--- src/rtl/sub.sv ---
// sub: registered small-word incrementer, out_small = in_small + INC after STAGES clocks.
// Latency: exactly STAGES clk edges, one result per cycle.
// Backpressure: none; every edge advances the pipeline (no stall, no handshake).
// Optional build macro SUB_SATURATE_EN: clamp overflow to all-ones instead of wrapping.
module sub #(
    parameter int unsigned         WIDTH  = 32,
    parameter logic [WIDTH-1:0]    INC    = 'd1,
    parameter int unsigned         STAGES = 1
) (
    input  logic             clk,
    input  logic             reset_l,    // active-high asynchronous reset despite the name
    input  logic [WIDTH-1:0] in_small,
    output logic [WIDTH-1:0] out_small
);

    // First-stage next value; the remaining stages just shift.
    logic [WIDTH-1:0] stage0_d;
    logic [WIDTH-1:0] stage_q [STAGES];

`ifdef SUB_SATURATE_EN
    logic [WIDTH:0] sum_ext;

    // Add with one carry bit so overflow is visible, then clamp to all-ones.
    always_comb begin
        sum_ext  = {1'b0, in_small} + {1'b0, INC};
        stage0_d = sum_ext[WIDTH] ? {WIDTH{1'b1}} : sum_ext[WIDTH-1:0];
    end
`else
    // Modulo-2**WIDTH add: the carry out is simply dropped.
    always_comb begin
        stage0_d = in_small + INC;
    end
`endif

    // Pipeline shift; reset clears every stage immediately so no in-flight value survives.
    always_ff @(posedge clk or posedge reset_l) begin
        if (reset_l) begin
            for (int k = 0; k < STAGES; k++) begin
                stage_q[k] <= '0;
            end
        end else begin
            stage_q[0] <= stage0_d;
            for (int k = 1; k < STAGES; k++) begin
                stage_q[k] <= stage_q[k-1];
            end
        end
    end

    // Output comes straight from the last flop: no combinational path from in_small.
    assign out_small = stage_q[STAGES-1];

endmodule

--- config.mk ---
export PLATFORM = sky130hd
export DESIGN_NAME = sub
export DESIGN_NICKNAME = d
export VERILOG_FILES = /design/src/rtl/sub.sv
export SDC_FILE = /design/constraint.sdc
export NUM_CORES = 1
export LEC_CHECK = 0
export CORE_ASPECT_RATIO = 0.9
export CORE_MARGIN = 3
export CORE_UTILIZATION = 41
export DETAILED_ROUTE_END_ITERATION = 8
export HOLD_SLACK_MARGIN = 0.08
export PLACE_DENSITY = 0.79
export SLEW_MARGIN = 0
export SYNTH_ARGS = -nofsm -noshare
export SYNTH_HDL_FRONTEND = slang
export SYNTH_SLANG_ARGS = --single-unit
--- constraint.sdc ---
create_clock -name clk -period 1.3 [get_ports clk]
set_clock_uncertainty 0.15 [all_clocks]
set_input_delay 0.26 -clock clk [delete_from_list [all_inputs] [get_ports clk]]
set_output_delay 0.26 -clock clk [all_outputs]
set_load 0.005 [all_outputs]
## Yosys cells after proc, flatten, opt, wreduce, memory -nomap -nowiden

Index checks and enable logic that the tools add are counted.

- Order comparisons: 0
- Eq/ne operators: 0
- Shift-type cells: 0
- Multiplexer cells: 0
- $add $sub $neg: 1
- Multiply operators: 0
- Bitwise operators: 0
- Div/mod/pow operators: 0
- Reductions and logical operators: 0

Operator list:

| kind | count |
|---|---|
| 32-bit by 1-bit adder with 32-bit output (second input constant) | 1 |

- Logic and storage cells: 2
- Memories: 0
- Register bits after elaboration: 32
- Input bits: 34
- ROM bits: 0
- RAM bits: 0
- Latch bits: 0

## Logic depth before layout (Yosys ltp)

- Depth after elaboration: 1
- Mapped depth: 5

## Worst setup path after synthesis

Ideal clock, no wire load.

- Kind: input to register
- Start: input port in_small[0]
- End: register stage_q, in the netlist out_small[24]
- Slack: -0.154 ns
- Stages: 5
- Data required time: 1.071 ns
- Arrival: 1.225 ns
- Cells stage by stage: ha_1 and3_1 nand3_2 nor4_1 xor2_1

- Word-level cells in the longest chain between the ends: 1

Ends and longest elaborated chain:

| element | line | text |
|---|---|---|
| start: declaration | 12 | `input logic [WIDTH-1:0] in_small,` |
| 32-bit by 1-bit adder with 32-bit output | 31 | `stage0_d = in_small + INC;` |
| named net stage0_d[24] | 17 | `logic [WIDTH-1:0] stage0_d;` |
| end signal: indexed assignment | 44 | `stage_q[k] <= stage_q[k-1];` |
| end: declaration | 18 | `logic [WIDTH-1:0] stage_q [STAGES];` |

The timed path passes the listed nets, and every way through them passes these cells.

## Final worst setup path

- Start: input port in_small[8]
- End: register stage_q, in the netlist out_small[27]

The elaborated chain is that of the path after synthesis.

==> results.yml <==
global_routing:
  grt_pass1_vias: 1844
  overflow: 0
  grt_start_max_net_pins: 33
  track_usage_pct: 29.89
  grt_pass1_wl_um: 9784
  grt_antenna_before_repair: 0
worst_hold_path:
  holdPathStages: 3
  hp-class: "input port to flop"
  hold_path_end: "out_small[25]"
  hp-start: "in_small[25]"
sta:
  finalWorstSetupSlack_ps: -63.84
  slew_headroom_pct: 81.09
  fin_setup_tns_ps: -280.0
  fmax_mhz: 733.2
  fin_hold_ws_ps: 85.74
  fin_crit_ps: 1364
  period_share_pct: 104.9
  rsz0062_at_grt: "true"
  slew_violations: 0
  hold_violations: 0
  finalSetupViolCount: 9
  tightestPinTransition_ps: 281.3
cells_and_area:
  finalNonFillerCells: 308
  largest_register_ffs: 32
  antennaDiodeCount: 0
  drive_gt1_share_pct: 54.17
  fin_nets: 298
  fillers: 132
  final_cell_mix: "51 x buf_4, 32 x dfrtp_1, 24 x buf_6"
  final_common_cell: "buf_4"
  area_growth_pct: 105.9
  final_util_pct: 89.42
synth:
  synth-seq-cells: 32
  syn-num-nets: 164
  postSynthCellCount: 129
  synth_area_per_cell_sq_um: 11.54
  synth_edf_count: 0
  synth_top_area_share_pct: 53.78
  yosysTopAreaCell: "dfrtp_1"
  yosys_warnings: 0
  syn_area_sq_um: 1489
  synthFlopType: "dfrtp_1"
  seq_area_frac_synth_pct: 53.78
  synth_cell_types: 21
  synthArstFlopShare_pct: 100.0
  synthTopCellsByArea: "dfrtp_1 54%, xor2_1 11%, xnor2_1 6.5%"
placed_design:
  hpwl_um: 3307
  port_buffers: 65
  place.gp.congestion: 0.7934
  dpl.cell_count: 279
setup_path:
  required_ps: 1360
  path_class: "input port to flop"
  cp_max_fo: 6
  start_kind: "input port"
  worstPathArrival_ps: 1420
  worstSetupEndpointType: "flop"
outcome:
  violations: "setup timing"
  status: "finished, violations left"
floorplan:
  core-area_sq_um: 3428
  die_y_um: 63.17
  placement_rows: 20
  fp.dieArea_sq_um: 4392
  die_w_um: 69.52
  start_util_pct: 43.43
  io_pins: 66
cts:
  clock_path_buffers: 2
  ctsHtreeMaxLevel: 2
  ctsRootBufferMaster: "clkbuf_8"
  cts_tree: "built"
  clock-sinks: 32
  clk_pin_slew_ps: 70
  cts-buffers-inserted: 5
routing:
  routedWlPerCell_um: 22.50
  drc: 0
  antenna_left: 0
  dr.pass1.iters: 4
  routed_wl_um: 6929
  vias: 1679
  post_drt_via_cell_ratio: 5.451
  drtIter0Drc: 126
flow_run:
  maxCapViolations: 0
power:
  power_density_nw_per_um2: 864.6
  leakage_nw: 1.520
  ir_drop_mv: 0.8867
[final cells by class]
cell class | count | area (sq um) | share of cell area (%)
Clock buffer | 7 | 96.34 | 3.143
Clock inverter | 1 | 30.03 | 0.9796
Inverter | 5 | 18.77 | 0.6122
Multi-Input combinational cell | 89 | 923.4 | 30.12
Sequential cell | 32 | 800.8 | 26.12
Tap cell | 44 | 55.05 | 1.796
Timing Repair Buffer | 130 | 1141 | 37.22
[worst max path at each step]
stage,startpoint,endpoint,slack [ps],cells after the start
global placement,in_small[16],out_small[31],-680,6
detailed placement,in_small[0],out_small[20],-740,6
floorplan,in_small[11],out_small[25],-50,4
global route,in_small[8],out_small[27],-70,8
CTS,in_small[3],out_small[23],0.6,5
finish,in_small[8],out_small[27],-60,8
[cell usage after synthesis, types with 3 or more instances]
cell,instances
nor3_1,4
and4_1,5
xor2_1,19
dfrtp_1,32
inv_1,5
and3_1,5
nand2_1,9
nand4_1,4
nor4_2,4
nor4_1,6
xnor2_1,11
buf_2,3
nor2_1,4
nand3_1,10
[report_power, final]
group          switching [mW]  internal, mW  total (mW)  leakage [nW]
logic                   0.232         0.284       0.516          1.08
clock network           0.387         0.676        1.06        0.0645
registers              0.0197          1.05        1.07         0.373
[per-layer routing]
metal | up-vias | global-route usage, % | share of wire (%)
met1 | 844 | 32.79 | 38
met5 | - | 0 | 0
met4 | 0 | 16.34 | 3.8
li1 | 713 | - | -
met3 | 27 | 7.337 | 6.0
met2 | 95 | 52.86 | 52
[worst max-delay path: stages]
cell and delay (ps):
buf_6 70, and4_1 200, buf_6 150, buf_6 120, nand3_4 110, buf_4 180, nor4_4 130, xor2_1 190
[kinds of logic after synthesis]
family | synth area share (%)
AND/OR/NAND/NOR | 24.96
flip-flops | 53.78
adder cells (fa/ha/maj) | 0.8402
XOR/XNOR | 17.65
buffers and inverters | 2.773
[stage by stage]
stage / instance area [sq um] / worst slack, ps / total power, mW
floorplan: 1637 / -48.00 / 1.194
global placement: 2673 / -675.1 / 1.550
detailed placement: 2673 / -736.8 / 1.566
CTS: 2935 / 0.6187 / 2.574
global route: 3065 / -71.78 / 2.744
finish: 3065 / -63.84 / 2.650
[timing repair]
action	CTS	global route
pin swaps	25	26
gates cloned	2	0
endpoints found under the hold margin	1	1
setup buffers	8	9
endpoints found under the setup margin	60	32
hold buffers	1	1
gates resized for setup	175	56
Note: power is estimated with default switching activity, not from simulation.
